[config.mk]
export PLATFORM = sky130hd
export DESIGN_NAME = pid_loop_ctrl
export DESIGN_NICKNAME = d
export VERILOG_FILES = /design/src/rtl/pid_loop_ctrl.sv
export SDC_FILE = /design/constraint.sdc
export NUM_CORES = 1
export LEC_CHECK = 0
export CELL_PAD_IN_SITES_DETAIL_PLACEMENT = 1
export CELL_PAD_IN_SITES_GLOBAL_PLACEMENT = 2
export CORE_ASPECT_RATIO = 0.9
export CORE_MARGIN = 1
export CORE_UTILIZATION = 40
export CTS_BUF_LIST = sky130_fd_sc_hd__clkbuf_4 sky130_fd_sc_hd__clkbuf_8
export DETAILED_ROUTE_END_ITERATION = 8
export PLACE_DENSITY = 0.81
export SLEW_MARGIN = 20
export SYNTH_ARGS = -nofsm -noshare
export SYNTH_HDL_FRONTEND = slang
export SYNTH_SLANG_ARGS = --single-unit
export TNS_END_PERCENT = 50
[constraint.sdc]
create_clock -name CLK_SYS -period 10 [get_ports CLK_SYS]
set_input_delay 1.5 -clock CLK_SYS [delete_from_list [all_inputs] [get_ports CLK_SYS]]
set_output_delay 1.5 -clock CLK_SYS [all_outputs]
set_load 0.02 [all_outputs]
[src/rtl/pid_loop_ctrl.sv]
// PID loop controller for the GPSDO OCXO tuning path: phase error in, clamped PWM duty out.
// One shared multiplier is sequenced IDLE -> ERR -> MP -> MI -> MD -> OUT.
module pid_loop_ctrl #(
  parameter int                 PHASE_W  = 24,
  parameter int                 ERR_W    = 16,
  parameter int                 OUT_W    = 17,
  parameter int                 ACC_W    = 40,
  parameter logic signed [15:0] KP       = 16'sd500,
  parameter logic signed [15:0] KI       = 16'sd50,
  parameter logic signed [15:0] KD       = 16'sd0,
  parameter int                 TARGET   = 1,
  parameter int                 DUTY_MID = 32768,
  parameter int                 DUTY_MIN = 0,
  parameter int                 DUTY_MAX = 65535,
  parameter int                 INT_LIM  = 32767,
  parameter int                 LOCK_TH  = 8,
  parameter int                 LOCK_CNT = 16
) (
  input  logic                      CLK_SYS,
  input  logic                      CLK_RST,
  input  logic signed [PHASE_W-1:0] Measure_Phase,
  input  logic                      Measure_Done,
  input  logic                      Hold,
  output logic [OUT_W-1:0]          PWM_Duty,
  output logic                      Duty_Valid,
  output logic                      Led_Lock,
  output logic [7:0]                Data,
  output logic                      Uart_En,
  output logic                      Busy,
  output logic                      Overrun,
  output logic [2:0]                dbg_state
);

  // Measurement handshake: Measure_Done is a one-cycle valid with no ready;
  // a strobe that lands while Busy is dropped and latched into Overrun.

  typedef enum logic [2:0] {S_IDLE, S_ERR, S_MP, S_MI, S_MD, S_OUT} state_t;

  localparam int CW = $clog2(LOCK_CNT + 1);
  localparam int PW = 16 + ERR_W + 1;

  localparam logic signed [PHASE_W:0] TGT_W    = (PHASE_W + 1)'(TARGET);
  localparam logic signed [PHASE_W:0] ERR_MAX  = (PHASE_W + 1)'((2 ** (ERR_W - 1)) - 1);
  localparam logic signed [PHASE_W:0] ERR_MIN  = -(PHASE_W + 1)'(2 ** (ERR_W - 1));
  localparam logic signed [ERR_W:0]   ILIM_P   = (ERR_W + 1)'(INT_LIM);
  localparam logic signed [ERR_W:0]   ILIM_N   = -(ERR_W + 1)'(INT_LIM);
  localparam logic signed [ACC_W:0]   MID_W    = (ACC_W + 1)'(DUTY_MID);
  localparam logic signed [ACC_W:0]   MAX_W    = (ACC_W + 1)'(DUTY_MAX);
  localparam logic signed [ACC_W:0]   MIN_W    = (ACC_W + 1)'(DUTY_MIN);
  localparam logic [OUT_W-1:0]        DMAX_O   = OUT_W'(DUTY_MAX);
  localparam logic [OUT_W-1:0]        DMIN_O   = OUT_W'(DUTY_MIN);
  localparam logic [OUT_W-1:0]        DMID_O   = OUT_W'(DUTY_MID);
  localparam logic [ERR_W:0]          LTH_W    = (ERR_W + 1)'(LOCK_TH);
  localparam logic [CW-1:0]           LCNT_W   = CW'(LOCK_CNT);

  state_t state, state_nx;

  logic signed [PHASE_W-1:0] phase_q;
  logic signed [ERR_W-1:0]   en_q, en_1, integ, int_nx_q;
  logic signed [ACC_W-1:0]   acc;
  logic [CW-1:0]             lock_cnt;

  logic signed [PHASE_W:0]   diff_wide;
  logic signed [ERR_W-1:0]   en_sat;
  logic signed [ERR_W:0]     int_sum;
  logic signed [ERR_W-1:0]   int_sat;
  logic signed [ERR_W:0]     d_diff;
  logic signed [15:0]        mul_a;
  logic signed [ERR_W:0]     mul_b;
  logic signed [PW-1:0]      product;
  logic signed [ACC_W-1:0]   prod_ext;
  logic signed [ACC_W:0]     sum;
  logic [OUT_W-1:0]          duty_nx;
  logic                      sat_hi, sat_lo, windup;
  logic [ERR_W:0]            en_abs;
  logic [CW-1:0]             lock_nx;

  assign Busy      = (state != S_IDLE);
  assign dbg_state = state;

  always_ff @(posedge CLK_SYS or posedge CLK_RST) begin
    if (CLK_RST) state <= S_IDLE;
    else         state <= state_nx;
  end

  always_comb begin
    state_nx = state;
    case (state)
      S_IDLE:  if (Measure_Done && !Hold) state_nx = S_ERR;
      S_ERR:   state_nx = S_MP;
      S_MP:    state_nx = S_MI;
      S_MI:    state_nx = S_MD;
      S_MD:    state_nx = S_OUT;
      S_OUT:   state_nx = S_IDLE;
      default: state_nx = S_IDLE;
    endcase
  end

  // Error and integrator candidate, both saturated before they are registered.
  always_comb begin
    diff_wide = $signed({phase_q[PHASE_W-1], phase_q}) - TGT_W;
    if (diff_wide > ERR_MAX)      en_sat = ERR_MAX[ERR_W-1:0];
    else if (diff_wide < ERR_MIN) en_sat = ERR_MIN[ERR_W-1:0];
    else                          en_sat = diff_wide[ERR_W-1:0];

    int_sum = $signed({integ[ERR_W-1], integ}) + $signed({en_sat[ERR_W-1], en_sat});
    if (int_sum > ILIM_P)      int_sat = ILIM_P[ERR_W-1:0];
    else if (int_sum < ILIM_N) int_sat = ILIM_N[ERR_W-1:0];
    else                       int_sat = int_sum[ERR_W-1:0];

    d_diff = $signed({en_q[ERR_W-1], en_q}) - $signed({en_1[ERR_W-1], en_1});
  end

  // Shared multiplier operand select.
  always_comb begin
    mul_a = KP;
    mul_b = {en_q[ERR_W-1], en_q};
    case (state)
      S_MI: begin
        mul_a = KI;
        mul_b = {int_nx_q[ERR_W-1], int_nx_q};
      end
      S_MD: begin
        mul_a = KD;
        mul_b = d_diff;
      end
      default: ;
    endcase
    product  = mul_a * mul_b;
    prod_ext = {{(ACC_W - PW){product[PW-1]}}, product};
  end

  always_comb begin
    sum    = MID_W + $signed({acc[ACC_W-1], acc});
    sat_hi = (sum > MAX_W);
    sat_lo = (sum < MIN_W);
    if (sat_hi)      duty_nx = DMAX_O;
    else if (sat_lo) duty_nx = DMIN_O;
    else             duty_nx = sum[OUT_W-1:0];
    windup = (sat_hi && !en_q[ERR_W-1] && (en_q != '0)) || (sat_lo && en_q[ERR_W-1]);

    en_abs = en_q[ERR_W-1] ? -{en_q[ERR_W-1], en_q} : {en_q[ERR_W-1], en_q};
    if (en_abs > LTH_W)         lock_nx = '0;
    else if (lock_cnt == LCNT_W) lock_nx = lock_cnt;
    else                         lock_nx = lock_cnt + 1'b1;
  end

  always_ff @(posedge CLK_SYS or posedge CLK_RST) begin
    if (CLK_RST) begin
      phase_q    <= '0;
      en_q       <= '0;
      en_1       <= '0;
      integ      <= '0;
      int_nx_q   <= '0;
      acc        <= '0;
      lock_cnt   <= '0;
      PWM_Duty   <= DMID_O;
      Duty_Valid <= 1'b0;
      Uart_En    <= 1'b0;
      Led_Lock   <= 1'b0;
      Data       <= '0;
      Overrun    <= 1'b0;
    end else begin
      Duty_Valid <= 1'b0;
      Uart_En    <= 1'b0;
      if (Measure_Done && state != S_IDLE) Overrun <= 1'b1;
      case (state)
        S_IDLE: begin
          if (Measure_Done) begin
            if (Hold) begin
              lock_cnt <= '0;
              Led_Lock <= 1'b0;
            end else begin
              phase_q <= Measure_Phase;
            end
          end
        end
        S_ERR: begin
          en_q     <= en_sat;
          int_nx_q <= int_sat;
        end
        S_MP:        acc <= prod_ext;
        S_MI, S_MD:  acc <= acc + prod_ext;
        S_OUT: begin
          PWM_Duty   <= duty_nx;
          if (!windup) integ <= int_nx_q;
          en_1       <= en_q;
          Data       <= en_q[7:0];
          Duty_Valid <= 1'b1;
          Uart_En    <= 1'b1;
          lock_cnt   <= lock_nx;
          Led_Lock   <= (lock_nx == LCNT_W);
        end
        default: ;
      endcase
    end
  end

endmodule

Word level (Yosys, flattened, before mapping). Index checks and enable logic that the tools add are counted.

Register bits: 164. Latch bits: 0. RAM bits: 0. Bits in read-only memories: 0. Bits of input ports: 28. Output and inout bits: 33. Memories kept: 0.

Add/sub/neg operators: 7. Multipliers: 1. Divide/modulo/power cells: 0. Magnitude comparators: 7. Eq/ne operators: 10. Shifts and indexed selects: 0. Multiplexer cells: 21. Bitwise operators: 2. Reduce and logical (&&, ||, !) cells: 17.

Operator list (number): 40-bit case mux with 2 select lines (1); 16-bit two-way mux (4); 17-bit two-way mux (3); 17-bit by 40-bit adder with 41-bit output, first input constant (1); 41-bit by 17-bit > comparator with 1-bit output, second input constant (1); 41-bit by 1-bit less-than comparator with 1-bit output, second input constant (1); 40-bit by 27-bit adder with 40-bit output (1); 17-bit case mux with 2 select lines (1); 10-bit by 17-bit multiplier with 27-bit output (1); 25-bit by 16-bit > comparator with 1-bit output, second input constant (1); 25-bit by 16-bit less-than comparator with 1-bit output, second input constant (1); 24-bit by 2-bit subtractor with 25-bit output, second input constant (1); 5-bit two-way mux (4); 9-bit case mux with 2 select lines (1); 16-bit by 16-bit adder with 17-bit output (1); 17-bit by 16-bit > comparator with 1-bit output, second input constant (1); 17-bit by 4-bit > comparator with 1-bit output, second input constant (1); 17-bit by 16-bit less-than comparator with 1-bit output, second input constant (1); 17-bit negator (1); 16-bit by 16-bit subtractor with 17-bit output (1); 16-bit nonzero test (1); 3-bit case mux with 5 select lines (1); 5-bit equality test, second input constant (2); 5-bit case mux with 2 select lines (1); other kinds (18) (32).

Logic depth before layout (Yosys ltp).
Word-level depth: 8. Gate-level depth with buffers: 38. Mapped depth without buffers: 35.

Least setup slack after synthesis. OpenSTA, ideal clock, no wires.

Path kind: register -> register. Start point: register state[1] (netlist: dbg_state[1]). End point: register acc[39]. Setup time: 0.133 ns. Arrival time: 8.546 ns. Path slack: 1.321 ns. Cell stages (with the launch flop): 34. Clock period less this slack: 8.679 ns. Cell sequence: dfrtp_1 clkbuf_1 nand2b_1 nor2_1 nor2_1 clkbuf_1 clkbuf_1 and2_1 nor2_1 fa_1 fa_1 inv_1 fa_1 inv_1 fa_1 inv_1 ha_1 ha_1 o21ai_0 a211oi_1 nand4bb_1 nand3_1 a21oi_1 o211a_1 nor3_1 inv_1 ha_1 and3_1 nand3_1 o311a_1 o31ai_1 or3b_1 a21oi_1 nor4bb_1.

Longest elaborated chain between the ends: 5.

Ends and longest elaborated chain: start: declaration (RTL line 56) `state_t state, state_nx;`; start signal: assignment (RTL line 83) `else state <= state_nx;`; 3-bit equality test / 3-bit by 2-bit equality test with 1-bit output (equally long branches) (RTL line 118, 167); 17-bit case mux with 2 select lines / 9-bit case mux with 2 select lines (equally long branches) (RTL line 118) `case (state)`; 10-bit by 17-bit multiplier with 27-bit output (RTL line 129) `product = mul_a * mul_b;`; 40-bit by 27-bit adder with 40-bit output (RTL line 183) `S_MI, S_MD: acc <= acc + prod_ext;`; 40-bit case mux with 2 select lines (RTL line 167) `case (state)`; end signal: assignment (RTL line 182) `S_MP: acc <= prod_ext;`; end signal: assignment (RTL line 183); end: declaration (RTL line 60) `logic signed [ACC_W-1:0] acc;`.

Several ways; a longest one is shown, not always the timed one. A chain may end at the register's enable or synchronous reset.

Final worst setup path. Same ends and word-level chain as after synthesis.

==> flow_summary.yaml <==
outcome:
  status: "finished, final reports clean"
logic_synthesis:
  synthXorXnorAreaFrac: 0.04851
  synth_edf_count: 0
  synth-simple-area-share: 0.1636
  netlist-cell-type-count: 89
  ys_warn_count: 0
  syn_inst: 1683
  synthMuxAreaShare: 0.04851
  synthArstFlopShare: 1.000
  synth-compound-area-share: 0.1915
  synth-seq-cells: 147
  synth_area_mm2: 0.01481
  avgSynthCellArea_um2: 8.797
  synth-main-ff-cell: "dfrtp_1"
  synthAdderAreaFrac: 0.2393
  synth_top_family_by_area: "adder cells"
  yosysSeqAreaShare: 0.2485
  syn_nets: 1943
layout:
  final_common_cell: "inv_1"
  area_growth_pct: 10.02
  fin_util: 0.4483
  fin_nets: 1977
  layout_common_cells: "inv_1 (152), ha_1 (148), dfrtp_1 (146)"
  multi_input_area_mm2: 0.01026
  fillers: 4306
  design_area_mm2: 0.01629
  layout-drive-gt1-share: 0.08382
  fin_cells: 2208
  register_area_mm2: 0.003680
route:
  firstDrtPassIters: 5
  wl_per_cell_um: 19.73
  drc: 0
  postRouteAntennaNets: 0
  via_count: 12520
  routed_wirelength_mm: 43.56
  via_per_inst: 5.669
  drtIter0Drc: 602
critical_path:
  cpMaxStageDelayCell: "dfrtp_1"
  cp_max_fo: 17
  rr_worst_depth: 32
  endpoint_kind: "flop"
  crit_type: "flop to flop"
  crit_path_start_kind: "flop"
  r2r_slack_ns: 0.92
  worstPathRequired_ns: 10.38
  cpMostUsedCell: "fa_1"
  max_stage_delay_ns: 0.53
  arrival_ns: 9.46
timing:
  finalCriticalPeriod_ns: 9.080
  slew_headroom: 0.3083
  setup_viol: 0
  fmax_mhz: 110.1
  finalHoldViolations: 0
  skew_ns: 0.02178
  tightest_slew_ns: 1.026
  slew_viol_final: 0
  rsz0062_at_grt: "no"
  timing.final.crit_share: 0.9080
  setup_tns_ns: 0
placement:
  place_hpwl_mm: 34.22
  placed_area_mm2: 0.01588
  port_buffers: 60
  place_congestion: 0.9060
  placed_cells: 2174
grt:
  antenna_found_initial: 1
  grt_pass1_wl_mm: 72.64
  grt_pass1_vias: 13240
  grt_use_total: 0.2460
  grt_max_degree: 88
  grt-ovfl-total: 0
clock_tree:
  clk_latency_ns: 0.52
  cts.path.max_buffers: 2
  cts.sinks: 147
  tritoncts: "built"
  clk_pin_slew_ns: 0.10
  ctsHtreeMaxLevel: 4
  root_buffer: "clkbuf_8"
  cts_buffers: 17
die:
  die_x_um: 204.8
  io_pins: 61
  coreArea_mm2: 0.03633
  initial_core_util: 0.4075
  die-area_mm2: 0.03779
  rows: 66
  die_y_um: 184.5
hold_path:
  worstHoldPathType: "flop to flop"
  holdPathStages: 1
run:
  max_cap_viol_count: 0
==> Yosys cell counts (6+ instances only) <==
cell	number	area, um2
and3_1	30	187.7
nor2_1	131	491.7
or3_1	13	81.33
mux2_2	50	563.0
o21ai_2	9	78.83
fa_1	84	1682
o31ai_1	14	105.1
nand2_1	125	469.2
o21a_1	7	52.55
o21ai_0	137	685.7
clkbuf_1	50	187.7
a21o_1	30	225.2
or2_2	11	68.82
nor4_1	14	87.58
xor2_1	25	219.0
a21oi_1	120	600.6
nor2b_1	14	87.58
mux2i_1	8	80.08
nand2b_1	16	100.1
o21bai_1	11	82.58
ha_1	148	1852
o22ai_1	6	37.54
o211ai_1	10	75.07
nor3_1	23	115.1
a31oi_1	18	112.6
xnor2_1	57	499.2
buf_4	9	67.56
nand4_1	17	106.4
or4_1	7	52.55
and2_1	18	112.6
nand3_1	35	175.2
dfrtp_1	146	3654
nor3b_1	6	45.04
a211oi_1	19	142.6
inv_1	153	574.3
==> final timing paths <==
path	end	from
worst max-delay path	acc[39]$_DFFE_PP0P_	dbg_state[1]$_DFFE_PP0P_
worst min-delay path	Overrun$_DFFE_PP0P_	Overrun$_DFFE_PP0P_
worst max register to register	acc[39]$_DFFE_PP0P_	dbg_state[1]$_DFFE_PP0P_
worst min register to register	Overrun$_DFFE_PP0P_	Overrun$_DFFE_PP0P_
max in group asynchronous	lock_cnt[4]$_DFFE_PP0P_	CLK_RST
min in group asynchronous	int_nx_q[14]$_DFFE_PP0P_	CLK_RST
==> flip-flops by register name, summed over array words and instances, names as in the netlist <==
| name | flops |
|---|---|
| acc | 39 |
| phase_q | 24 |
| PWM_Duty | 17 |
| en_q | 16 |
| int_nx_q | 16 |
| integ | 16 |
| Data | 7 |
| lock_cnt | 5 |
| dbg_state | 3 |
| Led_Lock | 1 |
| Overrun | 1 |
| Uart_En | 1 |
| en_1 | 1 |
==> critical path: cells and delay by family, from the launching register on <==
family | cells | cell delay (ns)
adder cells (fa/ha/maj) | 7 | 3.05
flip-flops | 1 | 0.53
AO/OA/AOI/OAI | 11 | 2.79
AND/OR/NAND/NOR | 10 | 2.30
buffers and inverters | 3 | 0.16
XOR/XNOR | 1 | 0.10
==> logic make-up (layout without fill, tap and decap cells) <==
group | after synthesis | in the layout
AND/OR/NAND/NOR | 484 | 484
AO/OA/AOI/OAI | 451 | 451
adder cells (fa/ha/maj) | 233 | 233
buffers and inverters | 222 | 269
flip-flops | 147 | 147
XOR/XNOR | 82 | 82
multiplexers | 63 | 63
other | 1 | 3
==> layout make-up <==
type	count	share of cell area
tap	476	0.03656
clock inverter	15	0.009909
timing repair buffer	81	0.04655
antenna	2	0.0003072
multi-input combinational	1314	0.6302
inverter	156	0.03625
clock buffer	17	0.01436
sequential	147	0.2259
==> stage by stage <==
step                hold WS (ns)  worst slack (ns)
finish                    0.4723            0.9204
global route              0.5190            0.1037
CTS                       0.4807            0.6840
detailed placement        0.4555            0.7279
global placement          0.4443             1.087
floorplan                 0.4510             1.321
==> layer usage <==
metal	share of wire	up-vias	GRT usage
li1	-	6019	-
met1	0.51	6316	0.3561
met2	0.45	159	0.3826
met3	0.034	23	0.04137
met4	0.010	0	0.05015
met5	0	-	0
==> repair_timing <==
| action | CTS | global route |
|---|---|---|
| buffers inserted | 0 | 0 |
| endpoints found under the setup margin | 0 | 1 |
| gates resized for setup | 0 | 1 |
| hold buffers | 0 | 0 |
Power is not shown: default switching activity piles up to over one toggle a cycle in this logic, so the estimate is an artifact.
